File: config.mk
export PLATFORM = sky130hd
export DESIGN_NAME = cnn_img_sequencer
export DESIGN_NICKNAME = d
export VERILOG_FILES = /design/src/rtl/cnn_img_sequencer.sv
export SDC_FILE = /design/constraint.sdc
export NUM_CORES = 1
export LEC_CHECK = 0
export CORE_ASPECT_RATIO = 0.7
export CORE_MARGIN = 2
export CORE_UTILIZATION = 48
export DETAILED_ROUTE_END_ITERATION = 10
export PLACE_DENSITY = 0.77
export SETUP_SLACK_MARGIN = 0.5
export SYNTH_ARGS = -nofsm -noshare
export SYNTH_HDL_FRONTEND = slang
export SYNTH_SLANG_ARGS = --single-unit
File: constraint.sdc
create_clock -name clk -period 2.1 [get_ports clk]
set_input_delay 0.42 -clock clk [delete_from_list [all_inputs] [get_ports clk]]
set_output_delay 0.42 -clock clk [all_outputs]
set_load 0.1 [all_outputs]
File: src/rtl/cnn_img_sequencer.sv
// cnn_img_sequencer: streams NUM_IMG images from a synchronous pixel ROM
// into CNN_top one pixel per cycle. It pulses the CNN reset between images,
// waits for each decision (or a timeout), and scores it against a label ROM.
module cnn_img_sequencer #(
    parameter int PIX_PER_IMG = 784,
    parameter int NUM_IMG     = 1000,
    parameter int ADDR_W      = 20,
    parameter int LBL_AW      = 10,
    parameter int CLR_CYCLES  = 2,
    parameter int TIMEOUT     = 4096
) (
    input  logic              clk,
    input  logic              rst,
    input  logic              start,
    output logic [ADDR_W-1:0] px_addr,
    output logic              px_rd_en,
    input  logic [7:0]        px_rdata,
    output logic [LBL_AW-1:0] lbl_addr,
    input  logic [3:0]        lbl_rdata,
    output logic              cnn_rst_n,
    output logic [7:0]        cnn_data,
    input  logic              cnn_valid_out,
    input  logic [3:0]        cnn_decision,
    output logic              busy,
    output logic              done,
    output logic              result_valid,
    output logic              last_hit,
    output logic [3:0]        last_decision,
    output logic [LBL_AW-1:0] img_cnt,
    output logic [LBL_AW-1:0] hit_cnt,
    output logic              timeout_err
);

    // One shared phase counter covers CLR, STREAM, DRAIN and WAIT.
    localparam int MAX_AB  = (PIX_PER_IMG > TIMEOUT) ? PIX_PER_IMG : TIMEOUT;
    localparam int MAX_CNT = (MAX_AB > CLR_CYCLES) ? MAX_AB : CLR_CYCLES;
    localparam int CNT_W   = $clog2(MAX_CNT + 1);

    localparam logic [CNT_W-1:0]  CLR_LAST  = CNT_W'(CLR_CYCLES - 1);
    localparam logic [CNT_W-1:0]  PIX_LAST  = CNT_W'(PIX_PER_IMG - 1);
    localparam logic [CNT_W-1:0]  DRN_LAST  = CNT_W'(1);
    localparam logic [CNT_W-1:0]  TMO_LAST  = CNT_W'(TIMEOUT - 1);
    localparam logic [CNT_W-1:0]  CNT_ZERO  = {CNT_W{1'b0}};
    localparam logic [CNT_W-1:0]  CNT_ONE   = CNT_W'(1);
    localparam logic [ADDR_W-1:0] ADDR_ZERO = {ADDR_W{1'b0}};
    localparam logic [ADDR_W-1:0] ADDR_ONE  = ADDR_W'(1);
    localparam logic [ADDR_W-1:0] PIX_STEP  = ADDR_W'(PIX_PER_IMG);
    localparam logic [LBL_AW-1:0] LBL_ZERO  = {LBL_AW{1'b0}};
    localparam logic [LBL_AW-1:0] LBL_ONE   = LBL_AW'(1);
    localparam logic [LBL_AW-1:0] NUM_IMG_C = LBL_AW'(NUM_IMG);

    typedef enum logic [2:0] {
        ST_IDLE   = 3'd0,
        ST_CLR    = 3'd1,
        ST_STREAM = 3'd2,
        ST_DRAIN  = 3'd3,
        ST_WAIT   = 3'd4,
        ST_SCORE  = 3'd5,
        ST_DONE   = 3'd6
    } state_t;

    state_t            state_r;
    state_t            state_s;
    logic [CNT_W-1:0]  cnt_r;
    logic [ADDR_W-1:0] base_r;
    logic [3:0]        label_r;
    logic              px_vld_r;
    logic              hit_s;
    logic              counting_s;

    // Next-state decode plus the decision-versus-label compare.
    always_comb begin
        state_s    = state_r;
        hit_s      = (cnn_decision == label_r);
        counting_s = 1'b0;
        case (state_r)
            ST_IDLE: begin
                if (start) state_s = ST_CLR;
                else       state_s = ST_IDLE;
            end
            ST_CLR: begin
                counting_s = 1'b1;
                if (cnt_r == CLR_LAST) state_s = ST_STREAM;
                else                   state_s = ST_CLR;
            end
            ST_STREAM: begin
                counting_s = 1'b1;
                if (cnt_r == PIX_LAST) state_s = ST_DRAIN;
                else                   state_s = ST_STREAM;
            end
            ST_DRAIN: begin
                counting_s = 1'b1;
                if (cnt_r == DRN_LAST) state_s = ST_WAIT;
                else                   state_s = ST_DRAIN;
            end
            ST_WAIT: begin
                counting_s = 1'b1;
                if (cnn_valid_out || (cnt_r == TMO_LAST)) state_s = ST_SCORE;
                else                                      state_s = ST_WAIT;
            end
            ST_SCORE: begin
                if (img_cnt == NUM_IMG_C) state_s = ST_DONE;
                else                      state_s = ST_CLR;
            end
            ST_DONE: begin
                if (start) state_s = ST_CLR;
                else       state_s = ST_DONE;
            end
            default: begin
                state_s = ST_IDLE;
            end
        endcase
    end

    // State register.
    always_ff @(posedge clk) begin
        if (rst) state_r <= ST_IDLE;
        else     state_r <= state_s;
    end

    // Phase counter: restarts at zero on every state change.
    always_ff @(posedge clk) begin
        if (rst)                     cnt_r <= CNT_ZERO;
        else if (state_s != state_r) cnt_r <= CNT_ZERO;
        else if (counting_s)         cnt_r <= cnt_r + CNT_ONE;
        else                         cnt_r <= cnt_r;
    end

    // Datapath and registered outputs; each image's results update on SCORE entry.
    always_ff @(posedge clk) begin
        if (rst) begin
            px_addr       <= ADDR_ZERO;
            px_rd_en      <= 1'b0;
            px_vld_r      <= 1'b0;
            lbl_addr      <= LBL_ZERO;
            label_r       <= 4'd0;
            base_r        <= ADDR_ZERO;
            cnn_rst_n     <= 1'b0;
            cnn_data      <= 8'd0;
            busy          <= 1'b0;
            done          <= 1'b0;
            result_valid  <= 1'b0;
            last_hit      <= 1'b0;
            last_decision <= 4'd0;
            img_cnt       <= LBL_ZERO;
            hit_cnt       <= LBL_ZERO;
            timeout_err   <= 1'b0;
        end else begin
            // ROM data arrives one cycle after the read; forward it on the next edge.
            px_vld_r     <= px_rd_en;
            result_valid <= 1'b0;
            if (px_vld_r) cnn_data <= px_rdata;
            case (state_r)
                ST_IDLE, ST_DONE: begin
                    if (start) begin
                        busy        <= 1'b1;
                        done        <= 1'b0;
                        img_cnt     <= LBL_ZERO;
                        hit_cnt     <= LBL_ZERO;
                        timeout_err <= 1'b0;
                        base_r      <= ADDR_ZERO;
                        lbl_addr    <= LBL_ZERO;
                    end
                end
                ST_CLR: begin
                    if (cnt_r == CLR_LAST) begin
                        label_r   <= lbl_rdata;
                        cnn_rst_n <= 1'b1;
                        px_rd_en  <= 1'b1;
                        px_addr   <= base_r;
                    end
                end
                ST_STREAM: begin
                    if (cnt_r == PIX_LAST) px_rd_en <= 1'b0;
                    else                   px_addr  <= px_addr + ADDR_ONE;
                end
                ST_WAIT: begin
                    if (cnn_valid_out) begin
                        last_decision <= cnn_decision;
                        last_hit      <= hit_s;
                        result_valid  <= 1'b1;
                        img_cnt       <= img_cnt + LBL_ONE;
                        hit_cnt       <= hit_cnt + {{(LBL_AW-1){1'b0}}, hit_s};
                    end else if (cnt_r == TMO_LAST) begin
                        last_hit     <= 1'b0;
                        timeout_err  <= 1'b1;
                        result_valid <= 1'b1;
                        img_cnt      <= img_cnt + LBL_ONE;
                    end
                end
                ST_SCORE: begin
                    cnn_rst_n <= 1'b0;
                    base_r    <= base_r + PIX_STEP;
                    if (state_s == ST_DONE) begin
                        busy <= 1'b0;
                        done <= 1'b1;
                    end else begin
                        lbl_addr <= img_cnt;
                    end
                end
                default: begin
                    cnn_rst_n <= cnn_rst_n;
                end
            endcase
        end
    end

endmodule
==> results.sh, run 1 <==
export IMPL_grt_usage_pct=29.73
export IMPL_critPathCaptureType="register"
export IMPL_setup_tns_final_ns=0
export IMPL_setup_worst_path_class="reg -> reg"
export IMPL_globalplace_congestion=0.8390
export IMPL_post_route_min_period_ns=1.985
export IMPL_synth_common_cells="dfxtp_1, nor2_1, nand2_1"
export IMPL_status="completed"
export IMPL_diodes=0
export IMPL_cp_required_ns=2.34
export IMPL_finClkSkew_ns=0.01133
export IMPL_ys_dominant_reg_cell="dfxtp_1"
export IMPL_h_tree_depth=3
export IMPL_wl_um=20000
export IMPL_die_area_um2=11350
export IMPL_clk_path_buf_depth=2
export IMPL_pre_cts_ws_ns=-0.2711
export IMPL_timing_final_ws_setup_ns=0.1147
export IMPL_drt_iter0_markers=634
export IMPL_clk_latency_ns=0.36
export IMPL_area_growth_pct=59.90
export IMPL_nNetsFinal=781
export IMPL_grt_antenna_before_repair=0
export IMPL_path_clk_slew_ns=0.07
export IMPL_post_dp_hpwl_um=9932
export IMPL_finish_utilization_pct=78.44
export IMPL_synth_edff_count=0
export IMPL_die_x_um=126.5
export IMPL_yosysSeqAreaShare_pct=42.08
export IMPL_start_kind="register"
export IMPL_holdWs_ns=0.4632
export IMPL_fmax_mhz=503.7
export IMPL_cp_arrival_ns=2.22
export IMPL_p_leak_nw=3.069
export IMPL_path_cells="nor3_2 > and4_4 > buf_6 > a21o_4 > buf_12 > nor2_1 > a2111oi_2"
export IMPL_drcViolationCount=0
export IMPL_slowest_delay_ns=0.37
export IMPL_nFillCells=575
export IMPL_grt_pass1_wl_um=27340
export IMPL_max_slew_margin_pct=62.00
export IMPL_grt_overflow=0
export IMPL_tritoncts="done"
export IMPL_final_layout_size_suffix_gt1_share_pct=49.87
export IMPL_synth_warnings=0
export IMPL_cts_buffers=9
export IMPL_synth_seq_cells=106
export IMPL_p_per_area_nw_per_um2=558.5
export IMPL_ff2ff_setup_slack_ns=0.11
export IMPL_fp_dieH_um=89.75
export IMPL_placementRows=31
export IMPL_ant_nets=0
export IMPL_postSynthCellCount=592
export IMPL_hold_path_class="reg -> reg"
export IMPL_finalHoldViolations=0
export IMPL_worst_pin_slew_ns=0.5693
export IMPL_setup_viol_count_final=0
export IMPL_maxCapViolCount=0
export IMPL_start_util_pct=49.06
export IMPL_synth_area_leaders="dfxtp_1, nor2_1, xor2_1, a21oi_1, nand2_1"
export IMPL_drt_first_pass_iters=5
export IMPL_ctsHoldBuffers=0
export IMPL_async_reset_ff_share_pct=0
export IMPL_final_max_slew_viol_count=0
export IMPL_clockRootBuffer="clkbuf_16"
export IMPL_synth_area_um2=5042
export IMPL_routedWlPerCell_um=22.47
export IMPL_port_buffers=88
export IMPL_fin_crit_sh_pct=94.54
export IMPL_critPathMaxFanout=6
export IMPL_rsz0062_at_grt="yes"
export IMPL_syn_nets=620
export IMPL_cts_sinks=106
export IMPL_synth_most_common_cell="dfxtp_1"
export IMPL_io_pins=89
export IMPL_power_total_w=0.004503
export IMPL_fp_coreArea_um2=10280
export IMPL_post_synth_cell_area_avg_um2=8.517
export IMPL_grt_pass1_vias=5289
export IMPL_synth_cell_type_count=69
export IMPL_netlist_area_leader_share_pct=42.08
export IMPL_synth_area_leader_cell="dfxtp_1"
export IMPL_grt_max_degree=40
export IMPL_cpMaxStageDelayCell="nor3_2"
export IMPL_vias_per_cell=6.537
export IMPL_vias=5818
export IMPL_ir_drop_mv=0.4428
metal layers:
metal	vias up	global-route usage, %	routed length [um]
met5	-	0	0
met4	0	10.07	1014
met3	111	8.452	2186
met2	459	47.06	8978
met1	2772	39.06	7820
li1	2476	-	-
what timing repair did:
action                                  4_1_cts  5_1_grt
setup buffers                                32       14
gates resized for setup                     138       98
pin swaps                                    44       57
gates cloned                                  9        0
endpoints found under the setup margin       97       92
report_power, final:
group          leakage [nW]  switching, W  internal [W]
Sequential            0.894     0.0000445       0.00200
Clock                 0.140      0.000756      0.000914
Combinational          2.04      0.000474      0.000314
cell type report:
| cell class | instances | area [um^2] | share of cell area, % |
|---|---|---|---|
| Clock buffer | 15 | 279.0 | 3.461 |
| Clock inverter | 1 | 6.256 | 0.07759 |
| Inverter | 8 | 35.03 | 0.4345 |
| Multi-Input combinational cell | 447 | 3666 | 45.47 |
| Sequential cell | 106 | 2285 | 28.34 |
| Tap cell | 132 | 165.2 | 2.048 |
| Timing Repair Buffer | 181 | 1627 | 20.17 |
registers in the layout (all words and copies together), names as in the netlist, 3 cells and up:
name,cells
px_addr,20
base_r,16
cnt_r,13
hit_cnt,10
img_cnt,10
lbl_addr,10
cnn_data,8
label_r,4
last_decision,4
state_r,3
stage by stage:
stage	instances	instance area [um^2]
floorplan	592	5365
global placement	819	6375
detailed placement	819	6375
CTS	876	7543
global route	890	8063
finish	890	8063
path summary, 6_finish.rpt:
check                           from                        to  cells past startpoint
max reg2reg    cnt_r[5]$_SDFFE_PP0P_  px_addr[12]$_SDFFE_PP0P_                      7
min          label_r[2]$_SDFFE_PP0P_   label_r[2]$_SDFFE_PP0P_                      2
max            cnt_r[5]$_SDFFE_PP0P_  px_addr[12]$_SDFFE_PP0P_                      7
min reg2reg  label_r[2]$_SDFFE_PP0P_   label_r[2]$_SDFFE_PP0P_                      2
kinds of logic (layout without fill, tap and decap cells):
family	Yosys count	after routing	synth area share (%)
buffers and inverters	44	205	3.920
adders and majority gates	8	8	1.985
xor gates and xnor gates	31	31	5.385
and+or+nand+nor	254	256	25.51
muxes	19	19	3.871
DFF	106	106	42.08
AOI/OAI and AO/OA	130	133	17.25
critical path: cells and delay by family (launching register included):
family,cells,cell delay (ns)
and+or+nand+nor,3,0.73
buffers and inverters,2,0.29
DFF,1,0.36
AOI/OAI and AO/OA,2,0.47
placed cells by master (no fill, tap or decap), types with 7 or more instances in the layout:
cell type,n
a21oi_1,21
a21oi_2,14
a21oi_4,8
a22oi_2,10
and3_1,7
buf_4,122
buf_6,32
clkbuf_16,10
clkdlybuf4s50_1,12
dfxtp_1,50
dfxtp_2,19
dfxtp_4,37
mux2i_1,15
nand2_1,38
nand3_1,20
nand4_1,21
nor2_1,64
nor2_2,10
nor2_4,10
o21ai_0,16
or3_1,9
xor2_1,25
Power figures use the tool's default switching activity.
==> run 2, diff against run 1 <==
--- a/config.mk
+++ b/config.mk
@@ -10,4 +10,5 @@
 export CORE_UTILIZATION = 48
 export DETAILED_ROUTE_END_ITERATION = 10
+export HOLD_SLACK_MARGIN = 0.15
 export PLACE_DENSITY = 0.77
 export SETUP_SLACK_MARGIN = 0.5
==> constraint.sdc (replaced) <==
create_clock -name clk -period 2.1 [get_ports clk]
set_input_delay 0.42 -clock clk [delete_from_list [all_inputs] [get_ports clk]]
set_output_delay 0.42 -clock clk [all_outputs]
set_load 0.05 [all_outputs]
==> results.sh, run 2 (synthesis results as in run 1) <==
export IMPL_finish_utilization_pct=80.12
export IMPL_tritoncts="done"
export IMPL_die_area_um2=11350
export IMPL_top_register="px_addr"
export IMPL_grt_antenna_before_repair=0
export IMPL_maxCapViolCount=0
export IMPL_top_regs="px_addr: 20 flops, base_r: 16 flops, cnt_r: 13 flops"
export IMPL_fp_dieH_um=89.75
export IMPL_regArea_um2=2220
export IMPL_p_leak_nw=3.076
export IMPL_timing_final_ws_setup_ns=0.08011
export IMPL_clockRootBuffer="clkbuf_16"
export IMPL_ant_nets=0
export IMPL_clk_path_buf_depth=2
export IMPL_clk_latency_ns=0.36
export IMPL_dp_cells=821
export IMPL_status="completed"
export IMPL_diodes=0
export IMPL_drt_iter0_markers=742
export IMPL_nFillCells=561
export IMPL_cp_arrival_ns=2.30
export IMPL_drcViolationCount=0
export IMPL_mostFrequentLayoutCells="buf_4, nor2_1, dfxtp_1, clkdlybuf4s15_2, nand2_1"
export IMPL_grt_usage_pct=30.90
export IMPL_final_max_slew_viol_count=0
export IMPL_ir_drop_mv=0.4996
export IMPL_largest_reg_flops=20
export IMPL_globalplace_congestion=0.8993
export IMPL_cts_buffers=9
export IMPL_start_kind="register"
export IMPL_final_layout_size_suffix_gt1_share_pct=46.29
export IMPL_cp_required_ns=2.38
export IMPL_max_slew_margin_pct=43.40
export IMPL_path_clk_slew_ns=0.08
export IMPL_die_x_um=126.5
export IMPL_wl_um=20720
export IMPL_nNetsFinal=805
export IMPL_io_pins=89
export IMPL_start_util_pct=49.06
export IMPL_port_buffers=88
export IMPL_post_route_min_period_ns=2.020
export IMPL_cts_sinks=106
export IMPL_grt_pass1_wl_um=28280
export IMPL_grt_max_degree=69
export IMPL_placementRows=31
export IMPL_area_growth_pct=63.33
export IMPL_fp_coreArea_um2=10280
export IMPL_mostFrequentLayoutCell="buf_4"
export IMPL_pre_cts_ws_ns=-0.2641
export IMPL_critPathMaxFanout=12
export IMPL_p_per_area_nw_per_um2=578.1
export IMPL_vias_per_cell=6.462
export IMPL_worst_pin_slew_ns=0.8491
export IMPL_post_dp_hpwl_um=9856
export IMPL_h_tree_depth=3
export IMPL_fmax_mhz=495.1
export IMPL_finClkSkew_ns=0.01726
export IMPL_rsz0062_at_grt="yes"
export IMPL_setup_viol_count_final=0
export IMPL_vias=5906
export IMPL_routedWlPerCell_um=22.67
export IMPL_drt_first_pass_iters=7
export IMPL_grt_overflow=0
export IMPL_critPathCaptureType="register"
export IMPL_fin_crit_sh_pct=96.19
export IMPL_hold_path_class="reg -> reg"
export IMPL_setup_worst_path_class="reg -> reg"
export IMPL_multi_input_area_um2=3396
export IMPL_instances_no_fill=914
export IMPL_grt_pass1_vias=5417
export IMPL_finalHoldViolations=0
run 2: per-stage QoR:
| step | cell area, um^2 | hold slack, ns | power [W] | TNS, ns |
|---|---|---|---|---|
| 3_3_place_gp | 6513 | 0.4467 | 0.002561 | -1.651 |
| 6_report | 8235 | 0.4714 | 0.004761 | 0 |
| 2_1_floorplan | 5284 | 0.4481 | 0.002385 | 0 |
| 3_5_place_dp | 6513 | 0.4496 | 0.002574 | -2.952 |
| 5_1_grt | 8235 | 0.4925 | 0.004871 | 0 |
| 4_1_cts | 7745 | 0.4598 | 0.004629 | 0 |
run 2: power breakdown:
group | total, W | switching [W] | internal (W) | leakage (nW)
clock | 0.00198 | 0.000798 | 0.00118 | 0.174
sequential | 0.00206 | 0.0000414 | 0.00202 | 0.882
combinational | 0.000719 | 0.000401 | 0.000318 | 2.02
total | 0.00476 | 0.00124 | 0.00352 | 3.08
run 2: final cells by class:
class	instances	share of cell area, %
Inverter	8	0.4254
Tap cell	132	2.005
Clock inverter	4	0.8508
Clock buffer	12	3.373
Sequential cell	106	26.95
Timing Repair Buffer	207	25.16
Multi-Input combinational cell	445	41.23
run 2: routing by layer:
layer	vias up	routed length, um	track usage [%]
met3	102	2308	8.690
met1	2796	7943	40.59
li1	2525	-	-
met5	-	0	0
met2	483	9570	48.26
met4	0	893	11.90
run 2: worst paths after layout:
path / start / endpoint / slack, ns / depth (start not counted)
min: label_r[2]$_SDFFE_PP0P_ / label_r[2]$_SDFFE_PP0P_ / 0.47 / 2
max: cnt_r[1]$_SDFFE_PP0P_ / img_cnt[1]$_SDFFE_PP0P_ / 0.08 / 9
min reg2reg: label_r[2]$_SDFFE_PP0P_ / label_r[2]$_SDFFE_PP0P_ / 0.47 / 2
max reg2reg: cnt_r[1]$_SDFFE_PP0P_ / img_cnt[1]$_SDFFE_PP0P_ / 0.08 / 9
run 2: timing repair:
action	4_1_cts	5_1_grt
resized for setup	316	94
setup buffers	34	35
endpoints found under the setup margin	165	105
hold buffers	0	0
pin swaps	34	38
cloned	7	1
run 2: critical path, stage by stage (launching register included):
cell and delay [ns]:
dfxtp_4 0.36, ha_4 0.13, and3_4 0.22, nand2_2 0.07, o41a_1 0.37, buf_12 0.17, buf_4 0.14, buf_4 0.14
nand3b_1 0.19, a21oi_2 0.14
==> variant 1, RTL diff (config.mk and constraints of run 2) <==
Reset style: asynchronous (`rst`), changed in 3 clocked blocks.
--- a/src/rtl/cnn_img_sequencer.sv
+++ b/src/rtl/cnn_img_sequencer.sv
@@ -113,13 +113,13 @@
     end
 
     // State register.
-    always_ff @(posedge clk) begin
+    always_ff @(posedge clk or posedge rst) begin
         if (rst) state_r <= ST_IDLE;
         else     state_r <= state_s;
     end
 
     // Phase counter: restarts at zero on every state change.
-    always_ff @(posedge clk) begin
+    always_ff @(posedge clk or posedge rst) begin
         if (rst)                     cnt_r <= CNT_ZERO;
         else if (state_s != state_r) cnt_r <= CNT_ZERO;
         else if (counting_s)         cnt_r <= cnt_r + CNT_ONE;
@@ -127,7 +127,7 @@
     end
 
     // Datapath and registered outputs; each image's results update on SCORE entry.
-    always_ff @(posedge clk) begin
+    always_ff @(posedge clk or posedge rst) begin
         if (rst) begin
             px_addr       <= ADDR_ZERO;
             px_rd_en      <= 1'b0;
Function: differs if rst is asserted again (counterexample within 4 cycles, from zero or initial values and one cycle with rst high); with rst held inactive, the same outputs for 10 cycles.
==> variant 1 against run 2 <==
The run now ends with negative setup slack left; final area grew 2.6%; first-iteration DRC count shrank 41%; sequential cell count is the same; wire length shrank 8.7%; synthesized area grew 4.7%; setup slack lost 390 ps; critical path type unchanged; critical endpoint is now px_addr[15]$_DFFE_PP0P_; largest cell class unchanged; highest routed layer unchanged.
Power is not compared: it rests on default switching activity, and its combinational part moved more than twofold at a synthesized area within 25%.
==> variant 1: results (changes against run 2) <==
Route
  • DR pass1 iterations: 5 (-2)
  • DRT iter0 DRCs: 436 (-41%)
  • WL per Instance: 20.8 µm (-8.3%)
  • Via count: 5492 (-7.0%)

Synthesis
  • Number of distinct library cells after synthesis: 54 (-22%)
  • Post-Synth Adder-Cell Area: 0.0190 (-0.000898)
  • Post-synthesis sequential area ratio: 0.502 (+0.0814)
  • Async SR Flop Fraction: 1.00 (+1.00)
  • Post-Synthesis Cells: 562 (-5.1%)
  • Xor and xnor area share after synthesis: 0.0531 (-0.000778)
  • Synth area leaders: dfrtp_1 50%, nand2_1 7.7%, nor2_1 4.0%
  • Synth cell count leaders: 108 x nand2_1, 106 x dfrtp_1, 56 x nor2_1, 28 x nand3_1, 27 x o21ai_0
  • Compound-cell area share of the yosys netlist: 0.115 (-0.0571)
  • Synth Net Count: 590 (-4.8%)
  • Mux contribution to synthesized area: 0.0360 (-0.00270)

Global route
  • GRT Total Usage: 0.254 (-0.0552)
  • Largest net degree at the start of global routing: 107 (+55%)
  • Global-route wire length before repair: 23900 µm (-16%)
  • Vias in the first global route: 4906 (-9.4%)

Placement
  • Pre-CTS setup slack: -528 ps (-264 ps)
  • Post-detail-place hpwl: 9690 µm (-1.7%)
  • Cell total after placement: 829 (+0.97%)
  • RD Place Congestion: 0.902 (+0.29%)
  • Post-place instance area: 6750 µm² (+3.7%)

CTS
  • CTS Buf Count: 9 (unchanged)
  • Post-cts sizing count: 274 (-13%)
  • # H-tree levels: 3 (unchanged)
  • Post-CTS setup buffer count: 17 (-50%)

Final layout
  • Final std cells w/o fill: 910 (-0.44%)
  • # fillers: 617 (+10%)
  • Layout cells sized above 1: 0.465 (+0.00208)
  • Final net count: 780 (-3.1%)

Timing
  • Total Neg Setup Slack: -8030 ps (-8030 ps)
  • Count of final setup violators: 45 (+45)
  • Min Hold Slack: 367 ps (-105 ps)
  • Setup slack after layout: -305 ps (-385 ps)
  • Rel. slew slack: 0.584 (+0.150)
  • Clock Skew: 10.9 ps (-6.33 ps)

Setup path
  • R2R Path End: px_addr[15]$_DFFE_PP0P_
  • Slowest CP cell: dfrtp_1
  • Worst path max stage delay: 430 ps (+60 ps)
  • R2r worst-path depth: 8 (-1)
  • FF-to-FF Start: state_r[0]$_DFF_PP0_

Status
  • Violated checks: negative setup slack
  • Status: finished with violations

Min path
  • Min-delay src: cnn_decision[2]
  • Min-Delay Path Depth: 3 (+1)
  • Worst Hold Class: input port to flip-flop
-- variant 1: changes by cell type after synthesis, moves of 12 or more --
cell	change
dfrtp_1	+106
a22oi_1	-12
nor2_1	-27
dfxtp_1	-106
a21oi_1	-24
nand2_1	+59
-- variant 1: cell type report --
class	count	area share
timing repair buffer	204	0.228
clock buffer	9	0.0267
clock inverter	7	0.0147
sequential	106	0.316
inverter	12	0.00652
tap	153	0.0227
multi-input combinational	419	0.386
-- variant 1: routing by layer --
metal  global-route usage  share of wire
met1                0.339           0.38
met2                0.416           0.49
met3               0.0595          0.087
met4               0.0688          0.042
met5                    0              0
-- variant 1: report_power, final --
| part | total (mW) | switching (mW) | internal (mW) |
|---|---|---|---|
| sequential | 2.88 | 0.457 | 2.43 |
| combinational | 5.46 | 3.22 | 2.24 |
| clock | 2.01 | 0.836 | 1.18 |
| total | 10.4 | 4.51 | 5.85 |
-- variant 1: how the worst max path moves through the flow --
stage                         startpoint                       to  slack [ps]  depth (start not counted)
finish              state_r[0]$_DFF_PP0_  px_addr[15]$_DFFE_PP0P_        -310                          8
global route        state_r[0]$_DFF_PP0_  px_addr[15]$_DFFE_PP0P_        -330                          8
CTS                 cnt_r[6]$_DFFE_PP0P_     state_r[0]$_DFF_PP0_        -190                          5
detailed placement       cnn_decision[2]   hit_cnt[9]$_DFFE_PP0P_        -530                          9
global placement         cnn_decision[2]   hit_cnt[9]$_DFFE_PP0P_        -470                          9
floorplan           cnt_r[7]$_DFFE_PP0P_  px_addr[15]$_DFFE_PP0P_        -330                          8
-- variant 1: worst max-delay path: cells and delay by family (launching register included) --
family | cells | cell delay, ps
flip-flops | 1 | 430
buffers and inverters | 4 | 790
AND/OR/NAND/NOR | 2 | 470
AO/OA/AOI/OAI | 2 | 590
==> variant 2, RTL diff (config.mk and constraints of run 2) <==
Made on the original files. `ADDR_W`: 20 -> 24.
--- a/src/rtl/cnn_img_sequencer.sv
+++ b/src/rtl/cnn_img_sequencer.sv
@@ -4,7 +4,7 @@
 module cnn_img_sequencer #(
     parameter int PIX_PER_IMG = 784,
     parameter int NUM_IMG     = 1000,
-    parameter int ADDR_W      = 20,
+    parameter int ADDR_W      = 24,
     parameter int LBL_AW      = 10,
     parameter int CLR_CYCLES  = 2,
     parameter int TIMEOUT     = 4096
Ports: changed (resized px_addr); port bits go from 89 to 93. No check against the original RTL was run, so the function may have changed too.
==> variant 2 against run 2 <==
Global-route usage shrank 0.70 points; synthesized area grew 12%; power grew 28%; wire length grew 17%; sequential power grew 6%; clock skew shrank 8.7 ps; setup slack gained 0.72 ps; final area grew 14%; sequential cell count grew 8; combinational power shrank 5.0%; synthesized cell count grew 14%.
==> variant 2: results (changes against run 2) <==
Status
  • Status: finished, final reports clean

Global route
  • Vias in the first global route: 5892 (+8.8%)
  • GRT Total Usage: 0.302 (-0.00705)
  • Global-route wire length before repair: 30300 µm (+7.1%)

Timing
  • Rel. slew slack: 0.538 (+0.104)
  • Clock Skew: 8.59 ps (-8.68 ps)

CTS
  • Clock Latency Late Sink: 430 ps (+70 ps)
  • # H-tree levels: 4 (+1)
  • Worst-path clk slew: 50 ps (-30 ps)
  • CTS Buf Count: 17 (+8)

Setup path
  • Crit path DAT: 2360 ps (+60 ps)
  • Slowest CP cell: dfxtp_4
  • R2r worst-path depth: 8 (-1)
  • Crit path max fanout: 7 (-5)
  • Worst setup path end: cnt_r[1]$_SDFFE_PP0P_

Final layout
  • Layout cells sized above 1: 0.511 (+0.0480)
  • Final net count: 882 (+9.6%)

Synthesis
  • Top cell type's share of synthesized area: 0.405 (-0.0160)
  • Post-synthesis sequential area ratio: 0.405 (-0.0160)
  • Number of distinct library cells after synthesis: 76 (+10%)
  • Synth cell count leaders: 114 x dfxtp_1, 77 x nand2_1, 69 x a21oi_1, 65 x nor2_1, 46 x nand3_1
  • Synth area leaders: dfxtp_1 40%, a21oi_1 6.1%, nand2_1 5.1%
  • Post-Synthesis Cells: 674 (+14%)

Route
  • Detailed-route wire length: 24200 µm (+17%)
  • DRT iter0 DRCs: 968 (+30%)

Pwr
  • Pleak: 3.41 nW (+11%)

Min path
  • Worst Hold Class: input port to flip-flop
  • Min-delay src: cnn_decision[1]

Placement
  • Cell total after placement: 916 (+12%)
  • Pre-CTS setup slack: -411 ps (-147 ps)
  • Port Buf Inserts: 92 (+4.5%)
[variant 2: what timing repair did]
action                     4_1_cts  5_1_grt
hold endpoints to repair         0        0
setup endpoints to repair      170      123
setup buffers                   36       32
gates resized for setup        362      187
gates cloned                     6        2
pin swaps                       52       68
[variant 2: worst min path at each step]
stage,cells after the start,end,slack (ps)
2_1_floorplan,2,label_r[0]$_SDFFE_PP0P_,450
3_3_place_gp,2,last_decision[2]$_SDFFE_PP0P_,450
3_5_place_dp,2,last_decision[2]$_SDFFE_PP0P_,450
4_1_cts,3,last_decision[3]$_SDFFE_PP0P_,420
5_1_grt,3,last_decision[1]$_SDFFE_PP0P_,320
6_report,3,last_decision[1]$_SDFFE_PP0P_,310
[variant 2: routing by layer]
layer,vias up,global-route usage,wire (µm)
li1,2845,-,-
met1,3189,0.384,8770
met2,608,0.507,11200
met3,179,0.0687,2640
met4,0,0.112,1590
met5,-,0,0
[variant 2: power by group]
part / switching, mW / internal [mW]
sequential: 0.0313 / 2.16
combinational: 0.386 / 0.296
clock: 1.07 / 2.17
[variant 2: cell type report]
| cell class | instances | area [µm²] |
|---|---|---|
| clock inverter | 7 | 113 |
| tap | 157 | 196 |
| inverter | 14 | 52.6 |
| timing repair buffer | 200 | 1890 |
| multi-input combinational | 507 | 4160 |
| fill | 611 | 2190 |
| sequential | 114 | 2410 |
| clock buffer | 25 | 549 |
[variant 2: worst min-delay path: stages]
cell,delay (ps)
dlymetal6s2s_1,140
nand2_1,60
a21oi_1,50
[variant 2: cell families (layout without fill, tap and decap cells)]
family / count (synthesis) / in the layout / share of synthesized area
AND/OR/NAND/NOR: 294 / 296 / 0.272
AO/OA/AOI/OAI: 161 / 161 / 0.190
flip-flops: 114 / 114 / 0.405
buffers and inverters: 55 / 246 / 0.0473
XOR/XNOR: 31 / 31 / 0.0482
multiplexers: 11 / 11 / 0.0200
adder cells (fa/ha/maj): 8 / 8 / 0.0178
